**src/rtl/image_dram_reader_if.sv**
```systemverilog
// Read-side bus bundle for image_dram_reader.
// Carries the DRAM read port (mem_re/mem_addr/mem_rdata) and the pixel stream
// (px_data/px_valid/px_ready/px_last) toward the filter datapath.
//   master : the reader (drives reads and the pixel stream)
//   slave  : the DRAM + consumer side
interface image_dram_reader_if #(
  parameter int unsigned AW = 18,
  parameter int unsigned DW = 16
) ();
  logic          mem_re;
  logic [AW-1:0] mem_addr;
  logic [DW-1:0] mem_rdata;
  logic [DW-1:0] px_data;
  logic          px_valid;
  logic          px_ready;
  logic          px_last;

  modport master (
    output mem_re, mem_addr, px_data, px_valid, px_last,
    input  mem_rdata, px_ready
  );

  modport slave (
    input  mem_re, mem_addr, px_data, px_valid, px_last,
    output mem_rdata, px_ready
  );
endinterface

```
**src/rtl/image_dram_reader.sv**
```systemverilog
// image_dram_reader: streams pix_count consecutive DW-bit pixels from base_addr
// out of the image DRAM, one synchronous read per cycle, buffered in a 2-entry
// FIFO and delivered on a valid/ready stream.
// Ports:
//   clk, rst_n          clock, asynchronous active-low reset
//   start               job request, sampled only in IDLE
//   base_addr/pix_count job parameters, latched on accepted start
//   busy                high in RUN and DRAIN
//   done                one-cycle pulse at end of job
//   bus (master)        mem_re/mem_addr/mem_rdata + px_data/px_valid/px_ready/px_last
//   stall_cycles        only with IMG_READER_PERF_EN: cycles busy with px_valid & !px_ready
// Optional feature macro: IMG_READER_PERF_EN
module image_dram_reader #(
  parameter int unsigned AW = 18,
  parameter int unsigned DW = 16
) (
  input  logic                clk,
  input  logic                rst_n,
  input  logic                start,
  input  logic [AW-1:0]       base_addr,
  input  logic [AW-1:0]       pix_count,
  output logic                busy,
  output logic                done,
`ifdef IMG_READER_PERF_EN
  output logic [31:0]         stall_cycles,
`endif
  image_dram_reader_if.master bus
);

  localparam int unsigned FDEPTH = 2;
  localparam int unsigned CW     = 2;

  typedef enum logic [1:0] {IDLE, RUN, DRAIN, DONE} state_t;

  state_t        state;
  logic [AW-1:0] base_q, count_q, issued_q, head_idx_q, last_addr_q;
  logic          inflight_q;
  logic [DW-1:0] fifo_q [FDEPTH];
  logic          wr_ptr_q, rd_ptr_q;
  logic [CW-1:0] fifo_cnt_q;
  logic [DW-1:0] hold_q;

  logic          pop, push, mem_re_c, px_valid_c, px_last_c;
  logic [AW-1:0] mem_addr_c;
  logic [CW:0]   occ;

  // Read credit, address generation and stream outputs
  always_comb begin
    px_valid_c = (fifo_cnt_q != '0);
    pop        = px_valid_c & bus.px_ready;
    push       = inflight_q;
    // Slots committed after this cycle: stored + returning - leaving
    occ        = (CW+1)'(fifo_cnt_q) + (CW+1)'(inflight_q) - (CW+1)'(pop);
    mem_re_c   = (state == RUN) && (issued_q < count_q) && (occ < (CW+1)'(FDEPTH));
    mem_addr_c = mem_re_c ? (base_q + issued_q) : last_addr_q;
    px_last_c  = px_valid_c && (head_idx_q == count_q - AW'(1));
  end

  assign bus.mem_re   = mem_re_c;
  assign bus.mem_addr = mem_addr_c;
  assign bus.px_valid = px_valid_c;
  assign bus.px_last  = px_last_c;
  // Empty FIFO shows the last popped pixel rather than a stale slot
  assign bus.px_data  = px_valid_c ? fifo_q[rd_ptr_q] : hold_q;
  assign busy         = (state == RUN) || (state == DRAIN);
  assign done         = (state == DONE);

  // Sequencer FSM, read counters and FIFO storage
  always_ff @(posedge clk or negedge rst_n) begin
    if (!rst_n) begin
      state       <= IDLE;
      base_q      <= '0;
      count_q     <= '0;
      issued_q    <= '0;
      head_idx_q  <= '0;
      last_addr_q <= '0;
      inflight_q  <= 1'b0;
      wr_ptr_q    <= 1'b0;
      rd_ptr_q    <= 1'b0;
      fifo_cnt_q  <= '0;
      hold_q      <= '0;
      for (int i = 0; i < int'(FDEPTH); i++) fifo_q[i] <= '0;
    end else begin
      inflight_q <= mem_re_c;
      if (mem_re_c) begin
        issued_q    <= issued_q + AW'(1);
        last_addr_q <= mem_addr_c;
      end
      if (push) begin
        fifo_q[wr_ptr_q] <= bus.mem_rdata;
        wr_ptr_q         <= ~wr_ptr_q;
      end
      if (pop) begin
        rd_ptr_q   <= ~rd_ptr_q;
        hold_q     <= fifo_q[rd_ptr_q];
        head_idx_q <= head_idx_q + AW'(1);
      end
      fifo_cnt_q <= fifo_cnt_q + CW'(push) - CW'(pop);

      case (state)
        IDLE: if (start) begin
          base_q     <= base_addr;
          count_q    <= pix_count;
          issued_q   <= '0;
          head_idx_q <= '0;
          state      <= (pix_count != '0) ? RUN : DONE;
        end
        RUN:   if (mem_re_c && (issued_q == count_q - AW'(1))) state <= DRAIN;
        DRAIN: if (pop && px_last_c) state <= DONE;
        DONE:  state <= IDLE;
        default: state <= IDLE;
      endcase
    end
  end

`ifdef IMG_READER_PERF_EN
  // Saturating back-pressure counter, cleared by each accepted start
  always_ff @(posedge clk or negedge rst_n) begin
    if (!rst_n) begin
      stall_cycles <= '0;
    end else if ((state == IDLE) && start) begin
      stall_cycles <= '0;
    end else if (busy && px_valid_c && !bus.px_ready && (stall_cycles != '1)) begin
      stall_cycles <= stall_cycles + 32'd1;
    end
  end
`endif

  // Credit rule must make a push into a full, non-draining FIFO impossible
  a_no_overflow: assert property (@(posedge clk) disable iff (!rst_n)
    !(push && (fifo_cnt_q == CW'(FDEPTH)) && !pop));

endmodule

```
**src/flat_wrapper.sv**
```systemverilog
// flat-port wrapper written by rule: the top's interface ports become plain ports
module image_dram_reader_flat 
#(
  parameter int unsigned AW = 18,
  parameter int unsigned DW = 16
)
  (clk, rst_n, start, base_addr, pix_count, busy, done, bus_mem_re, bus_mem_addr, bus_px_data, bus_px_valid, bus_px_last, bus_mem_rdata, bus_px_ready);
  image_dram_reader_if #(.AW(AW), .DW(DW)) bus_i ();
  input  logic clk;
  input  logic rst_n;
  input  logic start;
  input  logic [AW-1:0] base_addr;
  input  logic [AW-1:0] pix_count;
  output logic busy;
  output logic done;
  output wire logic [$bits(bus_i.mem_re)-1:0] bus_mem_re;
  output wire logic [$bits(bus_i.mem_addr)-1:0] bus_mem_addr;
  output wire logic [$bits(bus_i.px_data)-1:0] bus_px_data;
  output wire logic [$bits(bus_i.px_valid)-1:0] bus_px_valid;
  output wire logic [$bits(bus_i.px_last)-1:0] bus_px_last;
  input wire logic [$bits(bus_i.mem_rdata)-1:0] bus_mem_rdata;
  input wire logic [$bits(bus_i.px_ready)-1:0] bus_px_ready;
  assign bus_mem_re = bus_i.mem_re;
  assign bus_mem_addr = bus_i.mem_addr;
  assign bus_px_data = bus_i.px_data;
  assign bus_px_valid = bus_i.px_valid;
  assign bus_px_last = bus_i.px_last;
  assign bus_i.mem_rdata = bus_mem_rdata;
  assign bus_i.px_ready = bus_px_ready;
  image_dram_reader #(.AW(AW), .DW(DW)) u_core (.clk(clk), .rst_n(rst_n), .start(start), .base_addr(base_addr), .pix_count(pix_count), .busy(busy), .done(done), .bus(bus_i));
endmodule
```
**config.mk**
```make
export PLATFORM = sky130hd
export DESIGN_NAME = image_dram_reader_flat
export DESIGN_NICKNAME = d
export VERILOG_FILES = /design/src/rtl/image_dram_reader_if.sv /design/src/rtl/image_dram_reader.sv /design/src/flat_wrapper.sv
export SDC_FILE = /design/constraint.sdc
export NUM_CORES = 1
export LEC_CHECK = 0
export ABC_AREA = 1
export CAP_MARGIN = 10
export CORE_UTILIZATION = 60
export CTS_CLUSTER_SIZE = 28
export DETAILED_ROUTE_END_ITERATION = 10
export GPL_TIMING_DRIVEN = 0
export PLACE_DENSITY = 0.84
export REMOVE_ABC_BUFFERS = 1
export SLEW_MARGIN = 30
export SYNTH_ARGS = -nofsm -noshare
export SYNTH_HDL_FRONTEND = slang
export SYNTH_SLANG_ARGS = --single-unit
```
**constraint.sdc**
```tcl
create_clock -name clk -period 8 [get_ports clk]
set_input_delay 1.6 -clock clk [delete_from_list [all_inputs] [get_ports clk]]
set_output_delay 1.6 -clock clk [all_outputs]
set_load 0.05 [all_outputs]
```
== Word level (Yosys, flattened, before mapping) ==
Cells that the tools add are included.
Storage, ports and cells
  bits in registers: 145
  bits of input ports: 56
  word-level logic and storage cells: 70
Cells by class
  equal/unequal tests: 8
  reduce and logical (&&, ||, !) cells: 12
  multiplexer cells: 19
  add/subtract/negate cells: 8
  bitwise operators: 5
  $lt $le $gt $ge: 5
Operators with widths (number)
  $mux W18: 7
  $mux W16: 5
  $add A18 B1 Y18 const B: 2
  $eq A18 B18 Y1: 2
  $bwmux W32: 1
  $add A18 B18 Y18: 1
  $lt A18 B18 Y1: 1
  $reduce_bool A18 Y1: 1
  $sub A18 B1 Y18 const B: 1
  $demux W16 S1: 1
  $mux W2: 4
  $pmux W2 S4: 1
  $logic_and A1 B1 Y1: 6
  $ne A2 B2 Y1 const B: 3
  $eq A2 B2 Y1 const B: 2
  $ge A2 B2 Y1 const B: 2
  $not A1 Y2: 2
  $add A2 B1 Y3: 1
  $lt A3 B2 Y1 const B: 1
  $reduce_and A3 Y1: 1
  $sub A3 B1 Y3: 1
  $add A2 B1 Y2: 1
  $eq A2 B1 Y1 const B: 1
  $logic_not A2 Y1: 1
  other kinds (7): 8

== Longest topological paths before layout ==
  word-level depth: 8
  gate-level depth with buffers: 20
  gate-level depth less buffers: 18

== Least setup slack after synthesis ==
No wires, ideal clock.
  kind: input to output
  from: in bus_px_ready
  to: out bus_mem_addr[15]
  slack: 0.909 ns
  cell stages on the path: 15
  buffers on the path: 2
  arrival: 5.491 ns
  required time: 6.400 ns
  cells stage by stage: nand2_4 -> clkinv_1 -> clkbuf_1 -> ha_1 -> inv_1 -> ha_1 -> inv_1 -> fa_1 -> inv_1 -> nor3b_1 -> inv_1 -> nor2_2 -> clkbuf_1 -> nand2_1 -> o21ai_0
Between the ends
  longest elaborated chain between the ends: 5
RTL lines
  start: declaration: line flat_wrapper.sv:22  | input wire logic [$bits(bus_i.px_ready)-1:0] bus_px_ready;
  $and A1 B1 Y1: line image_dram_reader.sv:50  | pop = px_valid_c & bus.px_ready;
  via u_core.pop: line image_dram_reader.sv:43  | logic pop, push, mem_re_c, px_valid_c, px_last_c;
  $sub A3 B1 Y3: line image_dram_reader.sv:53  | occ = (CW+1)'(fifo_cnt_q) + (CW+1)'(inflight_q) - (CW+1)'(pop);
  via u_core.occ[1]: line image_dram_reader.sv:45  | logic [CW:0] occ;
  $lt A3 B2 Y1: line image_dram_reader.sv:54  | mem_re_c = (state == RUN) && (issued_q < count_q) && (occ < (CW+1)'(FDEPTH));
  $logic_and A1 B1 Y1: line image_dram_reader.sv:54
  via bus_mem_re: line flat_wrapper.sv:16  | output wire logic [$bits(bus_i.mem_re)-1:0] bus_mem_re;
  $mux W18: line image_dram_reader.sv:55  | mem_addr_c = mem_re_c ? (base_q + issued_q) : last_addr_q;
  end: declaration: line flat_wrapper.sv:17  | output wire logic [$bits(bus_i.mem_addr)-1:0] bus_mem_addr;
The timed path passes the listed nets, and every way through them passes these cells.

== Final worst setup path ==
  from: in bus_px_ready
  to: out bus_mem_addr[8]
Between the ends
  longest elaborated chain between the ends: 5
RTL lines (line)
  $and A1 B1 Y1: image_dram_reader.sv:50
  $sub A3 B1 Y3: image_dram_reader.sv:53
  via u_core.occ[1]: image_dram_reader.sv:45
  $lt A3 B2 Y1: image_dram_reader.sv:54
  $logic_and A1 B1 Y1: image_dram_reader.sv:54
  $mux W18: image_dram_reader.sv:55
The timed path passes the listed nets, and every way through them passes these cells.

==> metrics <==
largest net degree at the start of global routing=87; IO buf count=94; CTS Buf Count=17; routability congestion estimate=0.9260; Slew HR=0.5214; Hold Crit Class=flip-flop to flip-flop; drt pass-1 iters=6; Clock transition at path regs=0.06 ns; cells after synthesis=roughly 1.3k; drc violations=0; CTS tree=yes; CTS Hold Bufs=0; max_cap viols=0; Nets=1438; total negative slack=0 ns; vias in the first global route=7900; Die X=124.6 microns; Reg-to-Reg Start=u_core.fifo_cnt_q[1]; Finished Core Util=0.7317; crit path max fanout=approximately 50; Vias per Instance=5.500; CP startpoint=bus_px_ready; layout cells sized above 1=0.05045; global-route wire length before repair=36880 microns; Layout area overhead=18.43%; P per Cell Area=231.2 nW/um^2; Avg Cell Area, Syn=7.171 sq um; Leak Pwr=5.550 nW; synth warn=0; Max Fclk=between 100 and 150 MHz; GRT Total Usage=0.2959; Setup-failing EPs final=0; Data required, critical path=between 6 and 7 ns; # Post-CTS Setup Buffers=0; grt ovf=0; DP HPWL=15560 microns; vias=8426; design area=10680 sq um; Worst Tran Pin Value=0.7169 ns; Final ANT Viol Nets=0; outcome=finished, final reports clean; post-synthesis cell area=9014 sq um; routed len/inst=roughly 14 microns; CP Class=input pin to output port; Initial Utilization=0.6178; Core Area=14590 sq um; initial antenna violation count=0; CTS sink count=145; post-synthesis sequential area ratio=0.4026; maximum vdd drop=0.0002233 V; Starting DRT DRC Count=~710; CP Launch Type=input pin; Tcrit/Tclk final=0.9431; H-tree level count=4; IO Count=95; Slew Limit Fails=0; Hold Crit Start=u_core.last_addr_q[0]; final WL=21810 microns; Die Height=124.6 microns; Worst EP arrival=5.95 ns; Tmin final=7.545 ns; Clk Latency, worst-skew pair=roughly 0.43 ns; Hold Fails Final Rpt=0; CP Capture Type=output port; Post-Place Cell Area=10080 sq um; Setup WS post-layout=0.4548 ns; ANT cells=0; Root Buffer=clkbuf_16; FF+latch count, synth=145; CTS Buffer Depth=2; pre-CTS setup slack=-0.5890 ns; die area=15520 sq um; Resized cells post-CTS=2; RSZ-0062 raised after global routing=false; Yosys cell types=between 40 and 50; Max Clock Skew=between 0.006 and 0.007 ns; Std-Cell Rows=44
==> kinds of logic after synthesis <==
kind of cell    count (synthesis)  synth area share
flops                         145            0.4026
buf+inv                       191           0.08093
fa+ha+maj                      47           0.06691
simple gates                  637            0.3026
compound gates                214            0.1247
xor+xnor                       23           0.02235
==> state kept, by name (all words and copies together) (netlist names) <==
register	flops
u_core.wr_ptr_q	1
u_core.fifo_q	32
u_core.head_idx_q	18
u_core.rd_ptr_q	1
u_core.state	2
u_core.fifo_cnt_q	2
u_core.inflight_q	1
u_core.hold_q	16
u_core.count_q	18
u_core.base_q	18
u_core.issued_q	18
u_core.last_addr_q	18
==> path summary, 6_finish.rpt <==
| path | slack [ns] | depth (start not counted) | to |
|---|---|---|---|
| setup / recovery | 0.45 | 15 | bus_mem_addr[8] |
| hold / removal | 0.47 | 2 | u_core.last_addr_q[0] |
| setup reg to reg | 3.40 | 17 | u_core.issued_q[15] |
| hold reg to reg | 0.47 | 2 | u_core.last_addr_q[0] |
| max in group asynchronous | 6.11 | 2 | u_core.last_addr_q[8] |
| min in group asynchronous | 1.16 | 1 | u_core.fifo_q[7] |
==> layer usage <==
layer	track usage	wire, microns	share of wire
met2	0.4888	10340	0.47
met5	0	0	0
met3	0.05326	1087	0.050
met4	0.08434	354	0.016
met1	0.3985	10030	0.46
==> where the power goes <==
part           total [mW]  switching [mW]  internal [mW]  leakage (nW)
sequential          0.857          0.0520          0.805          1.70
combinational       0.816           0.554          0.262          3.56
clock               0.794           0.330          0.464         0.288
==> area by class of cell <==
class	instances	area, sq um
tap	184	230.2
inverter	155	585.6
sequential	145	3628
timing repair buffer	95	973.4
multi-input combinational	921	4671
clock inverter	14	157.7
clock buffer	18	429.2
fill	1147	3914
==> cell usage in the layout, fill, tap and decap left out, types with 14 or more instances in the layout <==
cell type,count
a21oi_1,49
clkbuf_16,17
clkdlybuf4s50_1,93
dfrtp_1,145
ha_1,45
inv_1,151
nand2_1,394
nand3_1,75
nand4_1,19
nor2_1,87
nor3_1,21
o21ai_0,144
xor2_1,14
==> cell usage after synthesis, drive strengths merged <==
library cell / number / area share
nor3: 25 / 0.016
a21oi: 49 / 0.027
o21a: 4 / 0.0033
o21ai: 148 / 0.083
xnor2: 9 / 0.0087
clkbuf: 32 / 0.013
o21bai: 1 / 0.00083
clkinv: 2 / 0.00083
a211oi: 3 / 0.0025
nor3b: 1 / 0.00083
ha: 45 / 0.062
dfrtp: 145 / 0.40
nand3b: 4 / 0.0033
o31ai: 3 / 0.0025
a21o: 1 / 0.00083
o211ai: 1 / 0.00083
nor4: 4 / 0.0028
xor2: 14 / 0.014
a21boi: 1 / 0.00083
a31oi: 2 / 0.0014
nor2: 97 / 0.046
and2: 1 / 0.00069
nand4: 19 / 0.013
nand3: 79 / 0.046
inv: 153 / 0.064
nand2: 404 / 0.17
fa: 2 / 0.0044
buf: 4 / 0.0031
or2: 3 / 0.0021
o32ai: 1 / 0.00097
==> metrics by stage <==
stage / power [mW] / hold slack (ns) / instances
after CTS: 2.479 / 0.4712 / 1532
final: 2.468 / 0.4699 / 1532
after detailed placement: 1.684 / 0.4547 / 1500
after floorplan: 1.409 / 0.4367 / 1221
after global placement: 1.661 / 0.4483 / 1499
after global routing: 2.596 / 0.5049 / 1532
==> worst max-delay path, stage by stage <==
cell and delay [ns]:
clkdlybuf4s50_1 0.44, nand2_4 0.12, clkinv_2 0.38, ha_1 0.44, inv_1 0.05, ha_1 0.13
inv_1 0.05, fa_1 0.48, inv_1 0.06, nor3b_1 0.19, inv_1 0.10, nor2_4 0.49
inv_4 0.30, o21ai_0 0.26, clkdlybuf4s50_1 0.83
(Power assumes the default switching activity.)
==> RTL edit: new RTL, same settings <==
`DW` is set to 16 in 3 places; all go to 32.
--- a/src/rtl/image_dram_reader_if.sv
+++ b/src/rtl/image_dram_reader_if.sv
@@ -5,7 +5,7 @@
 //   slave  : the DRAM + consumer side
 interface image_dram_reader_if #(
   parameter int unsigned AW = 18,
-  parameter int unsigned DW = 16
+  parameter int unsigned DW = 32
 ) ();
   logic          mem_re;
   logic [AW-1:0] mem_addr;
--- a/src/rtl/image_dram_reader.sv
+++ b/src/rtl/image_dram_reader.sv
@@ -12,7 +12,7 @@
 // Optional feature macro: IMG_READER_PERF_EN
 module image_dram_reader #(
   parameter int unsigned AW = 18,
-  parameter int unsigned DW = 16
+  parameter int unsigned DW = 32
 ) (
   input  logic                clk,
   input  logic                rst_n,
--- a/src/flat_wrapper.sv
+++ b/src/flat_wrapper.sv
@@ -2,7 +2,7 @@
 module image_dram_reader_flat 
 #(
   parameter int unsigned AW = 18,
-  parameter int unsigned DW = 16
+  parameter int unsigned DW = 32
 )
   (clk, rst_n, start, base_addr, pix_count, busy, done, bus_mem_re, bus_mem_addr, bus_px_data, bus_px_valid, bus_px_last, bus_mem_rdata, bus_px_ready);
   image_dram_reader_if #(.AW(AW), .DW(DW)) bus_i ();
Interface: changed (resized bus_mem_rdata and bus_px_data); port bits go from 95 to 127. The function was not compared with the original's and may differ.
==> RTL edit against the unedited design <==
  * Worst setup slack improved by 0.25 ns
  * Cell area rose by 23%
  * Synthesized cell count rose by 19%
  * Highest routed layer unchanged
  * Via count rose by 21%
  * Synthesized area rose by 23%
  * Critical path type unchanged
  * Die area rose by 23%
  * Wire length rose by 26%
  * Sequential cell count rose by 48
  * First-iteration DRC count rose by 6.5%
Power is not compared: it rests on default switching activity, and its combinational part moved more than twofold at a synthesized area within 25%.
==> RTL edit: results (changes against the unedited design) <==
Status
  – Status: completed

Global route
  – Global Route Usage Sum: 0.297 (+0.000697)
  – Met2 Resource Use GR: 0.518 (+0.0293)
  – First-pass GRT wire length: 43,800 microns (+19%)
  – Met3 Use GR: 0.0453 (-0.00794)
  – Number of global-route vias before repair: 9,376 (+19%)
  – Pin count of the biggest net entering global routing: 73 (-16%)
  – GR Util met1: 0.373 (-0.0251)

Layout
  – Layout cells sized above 1: 0.0468 (-0.00369)
  – Nets: 1,711 (+19%)

STA
  – Clock Skew: 0.0142 ns (+0.00771 ns)
  – Final hold slack: 0.480 ns (+0.0103 ns)
  – Final WS setup: 0.709 ns (+0.254 ns)
  – Worst-Margin Slew: 0.756 ns (+0.0390 ns)

Route
  – WL final: 27,400 microns (+26%)
  – WL met3: 1790 microns (+65%)
  – Metal2 WL: 13,300 microns (+29%)
  – Routed via count: 10,200 (+21%)
  – Via density: 5.57 (+1.2%)
  – DR iter-0 viols: 757 (+6.5%)
  – Number of iterations in the first detailed-routing pass: 7 (+1)

Worst setup path
  – FF-to-FF path depth: 16 (-1)
  – Flop2flop setup slack: 4.41 ns (+1.01 ns)

Placed design
  – Global placer's final weighted congestion: 0.964 (+4.1%)
  – Placed insts: 1,802 (+20%)
  – DP Wirelength: 19,500 microns (+25%)
  – Dpl ws: 0.778 ns (+1.37 ns)

Synthesis
  – Syn Inst Count: 1,494 (+19%)
  – Synth top cells by count: 498 x nand2_1, 194 x o21ai_0, 193 x dfrtp_1, 153 x inv_1, 85 x nor2_1

Min path
  – Worst Hold Launch: u_core.last_addr_q[3]

Clocking
  – Post-CTS sizing: 0 (-2)
[RTL edit: changes by cell type in the layout (fill, tap and decap cells not counted), moves of 7 or more]
cell | before | now
dfrtp_1 | 145 | 192
nand2_1 | 394 | 496
clkdlybuf4s50_1 | 93 | 125
xor2_1 | 14 | 26
o21ai_0 | 144 | 194
a21oi_1 | 49 | 40
a221oi_1 | 0 | 8
o21ai_1 | 3 | 10
[RTL edit: cell families after synthesis]
kind of cell,share of synthesized area
AOI/OAI and AO/OA,0.126
xor gates and xnor gates,0.0268
adders and majority gates,0.0544
buffers and inverters,0.0718
DFF,0.435
muxes,0.00102
and+or+nand+nor,0.285
[RTL edit: cell type report]
class | instances | area, sq um | area share
clock buffers | 17 | 425 | 0.0323
clock inverters | 14 | 146 | 0.0111
inverters | 155 | 584 | 0.0443
multi-input cells | 1091 | 5490 | 0.416
flip-flops and latches | 193 | 4830 | 0.366
well taps | 229 | 287 | 0.0217
repair buffers | 134 | 1420 | 0.108
